==> src/rtl/uart_fifo_core_param_if.sv <==
// uart_fifo_core_param_if: wrapper-facing bundle of UART control, FIFO and status signals
interface uart_fifo_core_param_if #(parameter int LVL_W = 5);
  logic [15:0] baud_div;
  logic rx, rx_re, tx_we, err_clr;
  logic [7:0] rx_data, tx_data;
  logic rx_empty, rx_full, tx_empty, tx_full, tx, tx_busy;
  logic [LVL_W-1:0] rx_level, tx_level;
  logic parity_err, frame_err, overrun;
  modport slave(
    input baud_div, rx, rx_re, tx_we, tx_data, err_clr,
    output rx_data, rx_empty, rx_full, rx_level, tx_empty, tx_full, tx_level, tx, tx_busy,
    parity_err, frame_err, overrun
  );
  modport master(
    output baud_div, rx, rx_re, tx_we, tx_data, err_clr,
    input rx_data, rx_empty, rx_full, rx_level, tx_empty, tx_full, tx_level, tx, tx_busy,
    parity_err, frame_err, overrun
  );
endinterface

==> src/rtl/uart_fifo_core_param.sv <==
// uart_fifo_core_param: full-duplex UART with runtime baud divisor, configurable frame and FWFT FIFOs
module uart_fifo_core_param_fifo #(
  parameter int DEPTH = 16,
  parameter int LVL_W = 5
) (
  input  logic             clk,
  input  logic             rst,
  input  logic             we_i,
  input  logic             re_i,
  input  logic [7:0]       wdata_i,
  output logic [7:0]       rdata_o,
  output logic             empty_o,
  output logic             full_o,
  output logic [LVL_W-1:0] level_o
);
  localparam int AW = $clog2(DEPTH);
  logic [7:0] mem_q [DEPTH];
  logic [AW-1:0] wp_q, rp_q;
  logic [LVL_W-1:0] lvl_q;
  logic push, pop;
  assign empty_o = lvl_q == '0;
  assign full_o = lvl_q == LVL_W'(DEPTH);
  assign level_o = lvl_q;
  assign push = we_i && !full_o;
  assign pop = re_i && !empty_o;
  assign rdata_o = empty_o ? 8'd0 : mem_q[rp_q];
  always_ff @(posedge clk) if (push) mem_q[wp_q] <= wdata_i;
  always_ff @(posedge clk or negedge rst) begin
    if (!rst) begin
      wp_q <= '0;
      rp_q <= '0;
      lvl_q <= '0;
    end else begin
      if (push) wp_q <= wp_q + 1'b1;
      if (pop) rp_q <= rp_q + 1'b1;
      lvl_q <= lvl_q + LVL_W'(push) - LVL_W'(pop);
    end
  end
endmodule

module uart_fifo_core_param #(
  parameter int DATA_BITS  = 8,
  parameter int PARITY_EN  = 0,
  parameter int PARITY_ODD = 0,
  parameter int STOP_BITS  = 1,
  parameter int FIFO_DEPTH = 16,
  localparam int LVL_W = $clog2(FIFO_DEPTH) + 1
) (
  input logic clk,
  input logic rst,
  uart_fifo_core_param_if.slave bus
);
  typedef enum logic [2:0] {IDLE, START, DATA, PARITY, STOP} st_e;
  localparam logic [7:0] MASK = 8'((1 << DATA_BITS) - 1);
  localparam logic [4:0] STOP_LAST = 5'(16 * STOP_BITS - 1);
  localparam logic [2:0] LAST_BIT = 3'(DATA_BITS - 1);
  logic [15:0] cnt_q, div_q;
  logic tick;
  assign tick = cnt_q == div_q;
  logic [2:0] sync_q;
  logic s, fall;
  assign s = sync_q[1];
  assign fall = !sync_q[1] && sync_q[2];
  st_e rs_q, rs_d, ts_q, ts_d;
  logic [3:0] rc_q, rc_d;
  logic [2:0] ri_q, ri_d, ti_q, ti_d;
  logic [7:0] rsh_q, rsh_d, tsh_q, tsh_d, tx_head;
  logic [4:0] tc_q, tc_d;
  logic rpar_q, rpar_d, tx_q, tx_d, pe_q, fe_q, ov_q;
  logic rx_push, rx_full, tx_empty, tx_pop, set_pe, set_fe, set_ov, pe_bad, t_end, tpar;
  assign pe_bad = PARITY_EN != 0 && rpar_q != ((^rsh_q) ^ 1'(PARITY_ODD));
  always_comb begin
    rs_d = rs_q;
    rc_d = rc_q;
    ri_d = ri_q;
    rsh_d = rsh_q;
    rpar_d = rpar_q;
    rx_push = 1'b0;
    set_pe = 1'b0;
    set_fe = 1'b0;
    set_ov = 1'b0;
    if (rs_q == IDLE) begin
      if (fall) begin
        rs_d = START;
        rc_d = '0;
        ri_d = '0;
        rsh_d = '0;
      end
    end else if (tick) begin
      rc_d = rc_q + 4'd1;
      if (rs_q == START && rc_q == 4'd7) begin
        rc_d = '0;
        rs_d = s ? IDLE : DATA;
      end else if (rs_q != START && rc_q == 4'hF) begin
        case (rs_q)
          DATA: begin
            rsh_d[ri_q] = s;
            ri_d = ri_q + 3'd1;
            if (ri_q == LAST_BIT) rs_d = PARITY_EN != 0 ? PARITY : STOP;
          end
          PARITY: begin
            rpar_d = s;
            rs_d = STOP;
          end
          default: begin
            rs_d = IDLE;
            set_fe = !s;
            set_ov = s && rx_full;
            rx_push = s && !rx_full;
            set_pe = rx_push && pe_bad;
          end
        endcase
      end
    end
  end
  // STOP ending with more data queued chains straight into the next START
  assign t_end = ts_q != IDLE && tick && tc_q == (ts_q == STOP ? STOP_LAST : 5'd15);
  assign tpar = (^(tsh_q & MASK)) ^ 1'(PARITY_ODD);
  always_comb begin
    ts_d = ts_q;
    tc_d = tc_q;
    ti_d = ti_q;
    tsh_d = tsh_q;
    tx_pop = 1'b0;
    if (ts_q != IDLE && tick) tc_d = t_end ? 5'd0 : tc_q + 5'd1;
    if (t_end) begin
      ts_d = ts_q == START ? DATA : ts_q == PARITY ? STOP : ts_q == STOP ? IDLE :
             ti_q == LAST_BIT ? (PARITY_EN != 0 ? PARITY : STOP) : DATA;
      ti_d = ts_q == DATA ? ti_q + 3'd1 : ti_q;
    end
    if ((ts_q == IDLE || (t_end && ts_q == STOP)) && !tx_empty) begin
      tx_pop = 1'b1;
      tsh_d = tx_head & MASK;
      ts_d = START;
      tc_d = '0;
      ti_d = '0;
    end
    tx_d = ts_d == START ? 1'b0 : ts_d == DATA ? tsh_d[ti_d] : ts_d == PARITY ? tpar : 1'b1;
  end
  always_ff @(posedge clk or negedge rst) begin
    if (!rst) begin
      cnt_q <= '0;
      div_q <= '0;
      sync_q <= '1;
      rs_q <= IDLE;
      rc_q <= '0;
      ri_q <= '0;
      rsh_q <= '0;
      rpar_q <= 1'b0;
      ts_q <= IDLE;
      tc_q <= '0;
      ti_q <= '0;
      tsh_q <= '0;
      tx_q <= 1'b1;
      pe_q <= 1'b0;
      fe_q <= 1'b0;
      ov_q <= 1'b0;
    end else begin
      cnt_q <= tick ? 16'd0 : cnt_q + 16'd1;
      div_q <= tick ? bus.baud_div : div_q;
      sync_q <= {sync_q[1:0], bus.rx};
      rs_q <= rs_d;
      rc_q <= rc_d;
      ri_q <= ri_d;
      rsh_q <= rsh_d;
      rpar_q <= rpar_d;
      ts_q <= ts_d;
      tc_q <= tc_d;
      ti_q <= ti_d;
      tsh_q <= tsh_d;
      tx_q <= tx_d;
      pe_q <= set_pe || (pe_q && !bus.err_clr);
      fe_q <= set_fe || (fe_q && !bus.err_clr);
      ov_q <= set_ov || (ov_q && !bus.err_clr);
    end
  end
  uart_fifo_core_param_fifo #(.DEPTH(FIFO_DEPTH), .LVL_W(LVL_W)) u_rxf (
    .clk(clk), .rst(rst), .we_i(rx_push), .re_i(bus.rx_re), .wdata_i(rsh_q),
    .rdata_o(bus.rx_data), .empty_o(bus.rx_empty), .full_o(rx_full), .level_o(bus.rx_level)
  );
  uart_fifo_core_param_fifo #(.DEPTH(FIFO_DEPTH), .LVL_W(LVL_W)) u_txf (
    .clk(clk), .rst(rst), .we_i(bus.tx_we), .re_i(tx_pop), .wdata_i(bus.tx_data),
    .rdata_o(tx_head), .empty_o(tx_empty), .full_o(bus.tx_full), .level_o(bus.tx_level)
  );
  assign bus.rx_full = rx_full;
  assign bus.tx_empty = tx_empty;
  assign bus.tx = tx_q;
  assign bus.tx_busy = ts_q != IDLE;
  assign bus.parity_err = pe_q;
  assign bus.frame_err = fe_q;
  assign bus.overrun = ov_q;
endmodule
==> src/flat_wrapper.sv <==
// flat-port wrapper written by rule: the top's interface ports become plain ports
module uart_fifo_core_param_flat 
#(
  parameter int DATA_BITS  = 8,
  parameter int PARITY_EN  = 0,
  parameter int PARITY_ODD = 0,
  parameter int STOP_BITS  = 1,
  parameter int FIFO_DEPTH = 16,
  localparam int LVL_W = $clog2(FIFO_DEPTH) + 1
)
  (clk, rst, bus_baud_div, bus_rx, bus_rx_re, bus_tx_we, bus_tx_data, bus_err_clr, bus_rx_data, bus_rx_empty, bus_rx_full, bus_rx_level, bus_tx_empty, bus_tx_full, bus_tx_level, bus_tx, bus_tx_busy, bus_parity_err, bus_frame_err, bus_overrun);
  uart_fifo_core_param_if bus_i ();
  input logic clk;
  input logic rst;
  input wire logic [$bits(bus_i.baud_div)-1:0] bus_baud_div;
  input wire logic [$bits(bus_i.rx)-1:0] bus_rx;
  input wire logic [$bits(bus_i.rx_re)-1:0] bus_rx_re;
  input wire logic [$bits(bus_i.tx_we)-1:0] bus_tx_we;
  input wire logic [$bits(bus_i.tx_data)-1:0] bus_tx_data;
  input wire logic [$bits(bus_i.err_clr)-1:0] bus_err_clr;
  output wire logic [$bits(bus_i.rx_data)-1:0] bus_rx_data;
  output wire logic [$bits(bus_i.rx_empty)-1:0] bus_rx_empty;
  output wire logic [$bits(bus_i.rx_full)-1:0] bus_rx_full;
  output wire logic [$bits(bus_i.rx_level)-1:0] bus_rx_level;
  output wire logic [$bits(bus_i.tx_empty)-1:0] bus_tx_empty;
  output wire logic [$bits(bus_i.tx_full)-1:0] bus_tx_full;
  output wire logic [$bits(bus_i.tx_level)-1:0] bus_tx_level;
  output wire logic [$bits(bus_i.tx)-1:0] bus_tx;
  output wire logic [$bits(bus_i.tx_busy)-1:0] bus_tx_busy;
  output wire logic [$bits(bus_i.parity_err)-1:0] bus_parity_err;
  output wire logic [$bits(bus_i.frame_err)-1:0] bus_frame_err;
  output wire logic [$bits(bus_i.overrun)-1:0] bus_overrun;
  assign bus_i.baud_div = bus_baud_div;
  assign bus_i.rx = bus_rx;
  assign bus_i.rx_re = bus_rx_re;
  assign bus_i.tx_we = bus_tx_we;
  assign bus_i.tx_data = bus_tx_data;
  assign bus_i.err_clr = bus_err_clr;
  assign bus_rx_data = bus_i.rx_data;
  assign bus_rx_empty = bus_i.rx_empty;
  assign bus_rx_full = bus_i.rx_full;
  assign bus_rx_level = bus_i.rx_level;
  assign bus_tx_empty = bus_i.tx_empty;
  assign bus_tx_full = bus_i.tx_full;
  assign bus_tx_level = bus_i.tx_level;
  assign bus_tx = bus_i.tx;
  assign bus_tx_busy = bus_i.tx_busy;
  assign bus_parity_err = bus_i.parity_err;
  assign bus_frame_err = bus_i.frame_err;
  assign bus_overrun = bus_i.overrun;
  uart_fifo_core_param #(.DATA_BITS(DATA_BITS), .PARITY_EN(PARITY_EN), .PARITY_ODD(PARITY_ODD), .STOP_BITS(STOP_BITS), .FIFO_DEPTH(FIFO_DEPTH)) u_core (.clk(clk), .rst(rst), .bus(bus_i));
endmodule
==> config.mk <==
export PLATFORM = sky130hd
export DESIGN_NAME = uart_fifo_core_param_flat
export DESIGN_NICKNAME = d
export VERILOG_FILES = /design/src/rtl/uart_fifo_core_param_if.sv /design/src/rtl/uart_fifo_core_param.sv /design/src/flat_wrapper.sv
export SDC_FILE = /design/constraint.sdc
export NUM_CORES = 1
export LEC_CHECK = 0
export CAP_MARGIN = 10
export CORE_MARGIN = 8
export CORE_UTILIZATION = 45
export DETAILED_ROUTE_END_ITERATION = 10
export GPL_TIMING_DRIVEN = 0
export PLACE_DENSITY = 0.66
export REMOVE_ABC_BUFFERS = 1
export SETUP_SLACK_MARGIN = 0.4
export SYNTH_ARGS = -nofsm -noshare
export SYNTH_HDL_FRONTEND = slang
export SYNTH_SLANG_ARGS = --single-unit
==> constraint.sdc <==
create_clock -name clk -period 3.7 [get_ports clk]
set_clock_uncertainty 0.05 [all_clocks]
set_input_delay 0.74 -clock clk [delete_from_list [all_inputs] [get_ports clk]]
set_output_delay 0.74 -clock clk [all_outputs]
set_load 0.005 [all_outputs]
## After elaboration in Yosys (flattened, before gate mapping)

Memories as Yosys holds them, arrays and structs flattened.
Cells that the tools add are included.

- $add $sub $neg: 13
- Multiply operators: 0
- Div/mod/pow operators: 0
- $lt $le $gt $ge: 3
- Equality and inequality tests: 22
- Shifts and indexed selects: 0
- Multiplexer cells: 68
- Bitwise gates (word level): 0
- Reductions and logical operators: 41

Operator list:

| cell | count |
|---|---|
| 8-bit two-way mux | 9 |
| 3-bit two-way mux | 21 |
| 1-bit two-way mux | 25 |
| 4-bit by 1-bit adder with 4-bit output (second input constant) | 5 |
| 3-bit by 2-bit == test with 1-bit output (second input constant) | 6 |
| 1-bit logical AND | 17 |
| 16-bit by 1-bit adder with 16-bit output (second input constant) | 1 |
| 16-bit == test | 1 |
| 16-bit two-way mux | 1 |
| 4-bit two-way mux | 4 |
| 5-bit two-way mux | 3 |
| 5-bit by 1-bit adder with 5-bit output | 2 |
| 5-bit == test (second input constant) | 2 |
| 5-bit zero test | 2 |
| 5-bit by 1-bit subtractor with 5-bit output | 2 |
| 3-bit by 1-bit == test with 1-bit output (second input constant) | 3 |
| 3-bit == test (second input constant) | 3 |
| 8-bit bitwise mux | 1 |
| 3-bit by 4-bit less-than comparator with 1-bit output (second input constant) | 2 |
| 2-bit nonzero test | 4 |
| 8-bit XOR reduction | 1 |
| 3-bit by 1-bit adder with 3-bit output (second input constant) | 2 |
| 1-bit zero test | 6 |
| 3-bit zero test | 2 |
| 18 further kinds | 22 |

- Register bits: 102
- Bits in latches: 0
- Bits in writable memories: 256
- ROM bits: 0
- Bits of input ports: 30
- Output and inout bits: 27
- Word-level logic and storage cells: 170
- Memories: 2

Memory list:

| name | depth | width | rd ports | clocked after Yosys merged registers in | wr ports | line | RTL |
|---|---|---|---|---|---|---|---|
| u_core.u_rxf.mem_q | 16 | 8 | 1 | 0 | 1 | uart_fifo_core_param.sv:17 | `logic [7:0] mem_q [DEPTH];` |
| u_core.u_txf.mem_q | 16 | 8 | 1 | 0 | 1 | uart_fifo_core_param.sv:17 |  |

## Longest topological paths before layout

Gate-level depths: netlist of the first run.

- Word-level depth: 11
- Mapped depth: 19
- Gate-level depth less buffers: 17

## Modules after synthesis

From an unflattened synthesis of the first run, not the netlist that was laid out.

- Cell total of the unflattened synthesis: 929
- Area, all modules: 15,387.3 µm²

Modules (own cells, without submodules):

| module | times used | cells each | area an instance (µm²) | sequential area each (µm²) |
|---|---|---|---|---|
| uart_fifo_core_param_fifo (u_core.u_rxf) | 1 | 291 | 5,856.9 | 4,169.0 |
| uart_fifo_core_param_fifo (u_core.u_txf) | 1 | 285 | 5,785.5 | 4,169.0 |
| uart_fifo_core_param | 1 | 353 | 3,744.8 | 1,906.8 |

## Least setup slack after synthesis of the first run

OpenSTA, ideal clock, no wires.

- Path kind: register to register
- Start point: register u_core.cnt_q[1]
- End point: register u_core.u_txf.lvl_q[4], in the netlist u_core.u_txf.level_o[4]
- Setup time: 125 ps
- Arrival: 2,969 ps
- Data required time: 3,525 ps
- Setup slack: 556 ps
- Stages on the path, launching flop included: 18
- Path buffers: 2
- Period minus slack after synthesis: 3,144 ps
- Path through: dfrtp_1 > xor2_1 > nor4_2 > nand4_2 > o21a_2 > inv_2 > buf_6 > buf_2 > ha_1 > inv_1 > ha_1 > inv_1 > fa_1 > inv_1 > a21oi_1 > nor2_1 > nor2_1 > xnor2_1

- Longest elaborated chain between the ends: 9

Ends and longest elaborated chain:

| what | line | RTL |
|---|---|---|
| from (decl) | uart_fifo_core_param.sv:57 | `logic [15:0] cnt_q, div_q;` |
| from (signal assigned) | uart_fifo_core_param.sv:159 | `cnt_q <= tick ? 16'd0 : cnt_q + 16'd1;` |
| 16-bit == test | uart_fifo_core_param.sv:59 | `assign tick = cnt_q == div_q;` |
| 1-bit logical AND (2 in series) | uart_fifo_core_param.sv:117 | `assign t_end = ts_q != IDLE && tick && tc_q == (ts_q == STOP ? STOP_LAST : 5'd15);` |
| 1-bit logical AND | uart_fifo_core_param.sv:131 | `if ((ts_q == IDLE \|\| (t_end && ts_q == STOP)) && !tx_empty) begin` |
| 1-bit logical OR | uart_fifo_core_param.sv:131 |  |
| 1-bit logical AND | uart_fifo_core_param.sv:131 |  |
| 1-bit two-way mux | uart_fifo_core_param.sv:131 |  |
| 1-bit logical AND | uart_fifo_core_param.sv:25 | `assign pop = re_i && !empty_o;` |
| net u_core.u_txf.pop | uart_fifo_core_param.sv:20 | `logic push, pop;` |
| 5-bit by 1-bit subtractor with 5-bit output | uart_fifo_core_param.sv:36 | `lvl_q <= lvl_q + LVL_W'(push) - LVL_W'(pop);` |
| to (signal assigned) | uart_fifo_core_param.sv:36 |  |
| to (decl) | uart_fifo_core_param.sv:19 | `logic [LVL_W-1:0] lvl_q;` |

The timed path passes the listed nets, and every way through them passes these cells.
A chain may end at the register's enable or synchronous reset.

## Final worst setup path of the first run

- Start point: register u_core.u_rxf.rp_q[0]
- End point: output port bus_rx_data[0]

- Longest elaborated chain between the ends: 2

Ends and longest elaborated chain:

| what | line | RTL |
|---|---|---|
| from (decl) | uart_fifo_core_param.sv:18 | `logic [AW-1:0] wp_q, rp_q;` |
| from (signal assigned) | uart_fifo_core_param.sv:35 | `if (pop) rp_q <= rp_q + 1'b1;` |
| memory read 16 x 8 bit | -- |  |
| 8-bit two-way mux | uart_fifo_core_param.sv:26 | `assign rdata_o = empty_o ? 8'd0 : mem_q[rp_q];` |
| to (decl) | flat_wrapper.sv:21 | `output wire logic [$bits(bus_i.rx_data)-1:0] bus_rx_data;` |

No other way between the ends.

==> results of run 1 <==
## kinds of logic (layout without fill, tap and decap cells)
| family | Yosys count | in the layout |
|---|---|---|
| AOI/OAI and AO/OA | 101 | 101 |
| xor gates and xnor gates | 57 | 57 |
| adders and majority gates | 31 | 31 |
| buffers and inverters | 84 | 213 |
| DFF | 358 | 358 |
| muxes | 88 | 88 |
| and+or+nand+nor | 267 | 270 |
## cell usage after synthesis (7+ instances only)
cell type and count:
edfxtp_1 256, nand2_1 100, dfrtp_1 98, mux4_2 65, nor2_1 65, inv_1 34
xor2_1 31, clkbuf_1 30, ha_1 29, o21ai_0 29, xnor2_1 26, nand3_1 24
mux2i_1 21, a21oi_1 16, nor2b_1 13, nor3_1 12, a221oi_1 9, a31oi_1 9
and2_1 9, and3_1 9, a21o_1 7, buf_2 7
## how the worst max path moves through the flow
stage	start	endpoint	slack, ns	cells after the start
floorplan	u_core.u_rxf.rp_q[0]	bus_rx_data[0]	0.24	3
global placement	rst	u_core.div_q[15]	-2.33	1
detailed placement	u_core.cnt_q[0]	u_core.u_txf.level_o[4]	-0.61	15
CTS	u_core.cnt_q[2]	u_core.u_txf.level_o[4]	0.29	16
global route	u_core.cnt_q[8]	u_core.u_txf.level_o[4]	0.29	16
finish	u_core.u_rxf.rp_q[0]	bus_rx_data[0]	0.35	6
## power groups by stage
stage	Combinational [W]	Sequential (W)	Clock (W)
after detailed placement	0.00122	0.00497	0
final	0.00163	0.00478	0.00386
after global routing	0.00180	0.00482	0.00409
after floorplan	0.000742	0.00491	0
after global placement	0.00111	0.00502	0
after CTS	0.00163	0.00477	0.00394
## per-stage QoR
step | area (um^2) | setup slack, ns | power, W | std cells
2_1_floorplan | 15000 | 0.236 | 0.00565 | 939
3_3_place_gp | 16100 | -2.33 | 0.00613 | 1443
3_5_place_dp | 16200 | -0.610 | 0.00619 | 1456
4_1_cts | 17900 | 0.289 | 0.0103 | 1557
5_1_grt | 18100 | 0.285 | 0.0107 | 1566
6_report | 18100 | 0.353 | 0.0103 | 1566
## metal layers
| layer | GRT usage | part of all wire | vias to the layer above |
|---|---|---|---|
| met5 | 0 | 0 | - |
| met4 | 0.0469 | 0.022 | 0 |
| li1 | - | - | 3917 |
| met1 | 0.208 | 0.44 | 4287 |
| met3 | 0.0249 | 0.037 | 52 |
| met2 | 0.254 | 0.50 | 179 |
## registers in the layout (all words and copies together), names as in the netlist, 3 cells and up
signal and cells:
u_core.cnt_q 16, u_core.div_q 16, u_core.rc_q 4, u_core.ri_q 3, u_core.rs_q 3, u_core.rsh_q 8, u_core.sync_q 3, u_core.tc_q 5
u_core.ti_q 3, u_core.ts_q 3, u_core.tsh_q 8, u_core.u_rxf.level_o 5, u_core.u_rxf.mem_q 128, u_core.u_rxf.rp_q 4, u_core.u_rxf.wp_q 4, u_core.u_txf.level_o 5
u_core.u_txf.mem_q 128, u_core.u_txf.rp_q 4, u_core.u_txf.wp_q 4
## what timing repair did
| action | in CTS | in global routing |
|---|---|---|
| gates resized for setup | 47 | 29 |
| gates cloned | 5 | 0 |
| buffers inserted | 26 | 9 |
| pin swaps | 8 | 13 |
| endpoints found under the setup margin | 148 | 66 |
## final cells by class
cell class / instances / area, um^2 / share of cell area
flip-flops and latches: 358 / 10300 / 0.568
multi-input cells: 547 / 4780 / 0.264
repair buffers: 106 / 1040 / 0.0575
clock buffers: 44 / 983 / 0.0544
well taps: 448 / 561 / 0.0310
clock inverters: 26 / 304 / 0.0168
inverters: 37 / 149 / 0.00824
==> results.json, run 1 <==
{
  "status": "complete, no violations",
  "rsz0062_at_grt": "true",
  "track_usage": 0.154,
  "antenna_found_initial": 0,
  "slew_headroom": 0.303,
  "ant_nets": 0,
  "setup_violations": 0,
  "gp_congestion": 0.759,
  "tns_ns": 0,
  "cts_htree_levels": 2,
  "die_area_mm2": 0.0398,
  "powerDensity_mw_per_mm2": 568,
  "synth_top_area_share": 0.507,
  "die_y_um": 200,
  "drc": 0,
  "final_common_cell": "edfxtp_1",
  "whs_ns": 0.248,
  "drv_slew": 0,
  "syn2layout_area_growth_pct": 19.2,
  "vias_per_cell": 5.39,
  "irDropWorstVdd_uv": 384,
  "crit_chain": "buf_12, buf_16, mux4_2, mux4_2, nor2b_1, buf_2",
  "ys_seq_area_frac": 0.676,
  "min_period_over_period": 0.905,
  "switching_share": 0.248,
  "drv_cap": 0,
  "synthTopCellsByArea": "edfxtp_1 51%, dfrtp_1 16%, mux4_2 9.7%",
  "fmax_mhz": 299,
  "synth_compound_area_frac": 0.0446,
  "crit_top_cell": "mux4_2",
  "synthMuxAreaShare": 0.112,
  "insertion_delay_ns": 0.54,
  "avgSynthCellArea_um2": 15.4,
  "reg2reg_slack_ns": 0.46,
  "crit_path_max_incr_delay_ns": 0.52,
  "cts_hold_buf": 0,
  "final_util": 0.542,
  "p_leak_nw": 6.34,
  "hold_violations": 0,
  "fillers": 2741,
  "ys_types": 66,
  "critPathLaunchType": "register",
  "syn_area_mm2": 0.0152,
  "ys.flop_type": "edfxtp_1",
  "core_area_mm2": 0.0334,
  "synthXorXnorAreaFrac": 0.0329,
  "diodes": 0,
  "cp.arrival_ns": 2.56,
  "power_frac_clock": 0.376,
  "tritoncts": "done",
  "drt_iter0_markers": 545,
  "crit_type": "register to output port",
  "synthAdderAreaFrac": 0.0266,
  "internal-power_w": 0.00773,
  "power.net_switching_w": 0.00255,
  "dp_hpwl_um": 18800,
  "ys_async_sr_fraction": 0.285,
  "rr_endpoint": "u_core.u_txf.level_o[4]",
  "portBuffers": 56,
  "final_cell_mix": "256 x edfxtp_1, 100 x nand2_1, 90 x dfrtp_1",
  "start_util": 0.454,
  "yosys_register_bits": 358,
  "drive_above_1_share": 0.216,
  "p_seq_frac": 0.465,
  "grt_pass1_vias": 8683,
  "clockBufferDepth": 3,
  "synth_area_leader_cell": "edfxtp_1",
  "die_w_um": 200,
  "path_max_fanout": 8,
  "fp-row-count": 67,
  "cp_top_family": "multiplexers",
  "critical_path_buf_inv_count": 3,
  "wl_per_cell_um": 19.3,
  "period_minus_slack_ns": 3.35,
  "synth-edff-count": 256,
  "cts.sinks": 358,
  "critPathRequiredTime_ns": 2.91,
  "numCtsBuffers": 38,
  "syn_inst": 986,
  "drtPass1Iterations": 5,
  "r2r.worst_path.cells": 16,
  "final_nets": 1149,
  "synth_top_family_by_area": "multiplexers",
  "grt_pass1_wl_um": 48100,
  "yosys.area_share.simple": 0.0855,
  "hp-class": "input pin to asynchronous set/reset pin",
  "ios": 57,
  "overflow": 0,
  "synth_warnings": 0,
  "cts.reportedPaths.clkPinSlew_ns": 0.06,
  "worstMarginPinSlew_ns": 1.04,
  "clock_tree.root_cell": "clkbuf_16",
  "combPwrFrac": 0.159,
  "endpoint_kind": "output port",
  "routed_wl_um": 30200,
  "grt_max_degree": 59,
  "via_count": 8435,
  "slowest_stage": "dfrtp_4",
  "reg2reg_from": "u_core.cnt_q[8]"
}
Note: power is estimated with default switching activity, not from simulation.
==> run 2: changes to the inputs <==
--- a/config.mk
+++ b/config.mk
@@ -9,9 +9,10 @@
 export CORE_MARGIN = 8
 export CORE_UTILIZATION = 45
 export DETAILED_ROUTE_END_ITERATION = 10
+export DONT_BUFFER_PORTS = 1
 export GPL_TIMING_DRIVEN = 0
-export PLACE_DENSITY = 0.66
-export REMOVE_ABC_BUFFERS = 1
+export PLACE_DENSITY = 0.64
+export RECOVER_POWER = 50
 export SETUP_SLACK_MARGIN = 0.4
 export SYNTH_ARGS = -nofsm -noshare
 export SYNTH_HDL_FRONTEND = slang
==> results.json, run 2 (synthesis results as in run 1) <==
{
  "cp_top_family": "simple AND/OR/NAND/NOR gates",
  "cts.reportedPaths.clkPinSlew_ns": 0.06,
  "crit_type": "register to register",
  "crit_chain": "xor2_1, nor4_2, buf_4, and4_4, nand4_1, nor2_4, clkinv_4, ha_4, inv_1, ha_2, inv_1, fa_2, inv_1, a21oi_1, nor2_1, nor2_1, xnor2_1",
  "drv_slew": 99,
  "drc": 0,
  "worstMarginPinSlew_ns": 2.48,
  "internal-power_w": 0.00747,
  "drtPass1Iterations": 5,
  "p_leak_nw": 6.08,
  "setup_violations": 0,
  "rr_endpoint": "u_core.u_rxf.level_o[4]",
  "grt_pass1_wl_um": 49100,
  "path_max_fanout": 3,
  "clockBufferDepth": 3,
  "cp.arrival_ns": 3.62,
  "status": "complete, but fails checks",
  "critPathRequiredTime_ns": 4.04,
  "total_power_w": 0.00993,
  "power.net_switching_w": 0.00246,
  "syn2layout_area_growth_pct": 15.4,
  "rsz0062_at_grt": "true",
  "whs_ns": 0.163,
  "period_minus_slack_ns": 3.28,
  "reg2reg_from": "u_core.cnt_q[1]",
  "r2r.worst_path.cells": 17,
  "drive_above_1_share": 0.199,
  "crit_top_cell": "inv_1",
  "largestRegisters": "u_core.u_rxf.mem_q (128), u_core.u_txf.mem_q (128)",
  "powerDensity_mw_per_mm2": 567,
  "dp_hpwl_um": 20600,
  "start_util": 0.454,
  "overflow": 0,
  "slew_headroom": -0.655,
  "via_count": 8373,
  "vias_per_cell": 5.42,
  "gp_congestion": 0.797,
  "hp-class": "input pin to register",
  "reg2reg_slack_ns": 0.42,
  "critPathLaunchType": "register",
  "routed_wl_um": 31500,
  "ant_nets": 0,
  "cts_htree_levels": 2,
  "crit_path_max_incr_delay_ns": 0.43,
  "synthesis.nets": 1047,
  "min_period_over_period": 0.885,
  "power_frac_clock": 0.389,
  "violations": "max-capacitance violations, max-slew violations",
  "grt_pass1_vias": 8555,
  "drt_iter0_markers": 514,
  "final_cell_mix": "256 x edfxtp_1, 100 x nand2_1, 96 x dfrtp_1",
  "portBuffers": 0,
  "track_usage": 0.160,
  "critical_path_buf_inv_count": 5,
  "hold_depth": 0,
  "final_nets": 1131,
  "p_seq_frac": 0.473,
  "ios": 57,
  "die_w_um": 200,
  "slowest_stage": "dfrtp_2",
  "final_common_cell": "edfxtp_1",
  "clock_tree.root_cell": "clkbuf_16",
  "die_y_um": 200,
  "die_area_mm2": 0.0398,
  "drv_cap": 1,
  "combPwrFrac": 0.138,
  "core_area_mm2": 0.0334,
  "irDropWorstVdd_uv": 457,
  "switching_share": 0.248,
  "diodes": 0,
  "fp-row-count": 67,
  "antenna_found_initial": 0,
  "tritoncts": "done",
  "endpoint_kind": "register",
  "insertion_delay_ns": 0.52,
  "worstHoldStart": "bus_rx",
  "cts.sinks": 358,
  "wl_per_cell_um": 20.4,
  "grt_max_degree": 99,
  "numCtsBuffers": 39,
  "fmax_mhz": 305,
  "hold_violations": 0,
  "worstHoldEndpoint": "u_core.sync_q[0]"
}
run 2: cell count changes in the layout (fill, tap and decap cells not counted), sizes merged:
cell,change
and4,-2
nand4,-1
inv,-4
bufinv,-1
dlygate4sd3,+3
clkbuf,+34
buf,-4
clkinvlp,+1
clkdlybuf4s50,-47
run 2: cell type report:
cell class / instances / area [um^2]
fill: 2782 / 15900
tap: 448 / 561
sequential: 358 / 10200
inverter: 37 / 144
clock inverter: 22 / 231
multi-input combinational: 544 / 4670
buffer: 47 / 278
clock buffer: 46 / 1040
timing repair buffer: 43 / 328
run 2: per-stage QoR:
step,util,cell area [um^2],worst slack (ns),instances,TNS [ns]
2_1_floorplan,-,15200,0.556,986,0
3_3_place_gp,0.471,15700,-0.918,1434,-32.26
3_5_place_dp,0.474,15800,-0.204,1442,-0.339
4_1_cts,0.519,17300,0.354,1525,0
5_1_grt,0.525,17500,0.212,1545,0
6_report,0.525,17500,0.425,1545,0
run 2: what timing repair did:
action / in CTS / in global routing
setup buffers: 12 / 16
pin swaps: 8 / 8
gates resized for setup: 28 / 16
hold endpoints to repair: 98 / 1
hold buffers: 3 / 1
endpoints found under the setup margin: 137 / 39
run 2: worst max-delay path by stage:
stage	from	endpoint	slack, ns	depth (start not counted)
floorplan	u_core.cnt_q[1]	u_core.u_txf.level_o[4]	0.56	17
global placement	u_core.cnt_q[0]	u_core.u_rxf.mem_q[3][6]	-0.92	7
detailed placement	u_core.cnt_q[1]	u_core.u_rxf.level_o[4]	-0.20	16
CTS	u_core.div_q[11]	u_core.u_rxf.level_o[4]	0.35	16
global route	u_core.cnt_q[1]	u_core.u_rxf.level_o[4]	0.21	17
finish	u_core.cnt_q[1]	u_core.u_rxf.level_o[4]	0.42	17
run 2: worst register-to-register path: cells and delay by family (launching register included):
family	cells	cell delay (ns)
buffers and inverters	5	0.43
adders and majority gates	3	0.78
DFF	1	0.43
xor gates and xnor gates	2	0.29
and+or+nand+nor	6	1.13
AOI/OAI and AO/OA	1	0.06
run 2: metal layers:
layer  track usage  part of all wire  wire length (um)
met5             0                 0                 0
met4        0.0488             0.023               716
met3        0.0280             0.050              1580
met2         0.266              0.49             15300
met1         0.213              0.44             13900
run 2: power groups by stage:
stage | Combinational, W | Clock [W] | Sequential, W
floorplan | 0.000959 | 0 | 0.00473
global placement | 0.00120 | 0 | 0.00477
detailed placement | 0.00123 | 0 | 0.00478
CTS | 0.00133 | 0.00394 | 0.00470
global route | 0.00153 | 0.00408 | 0.00473
finish | 0.00137 | 0.00386 | 0.00470
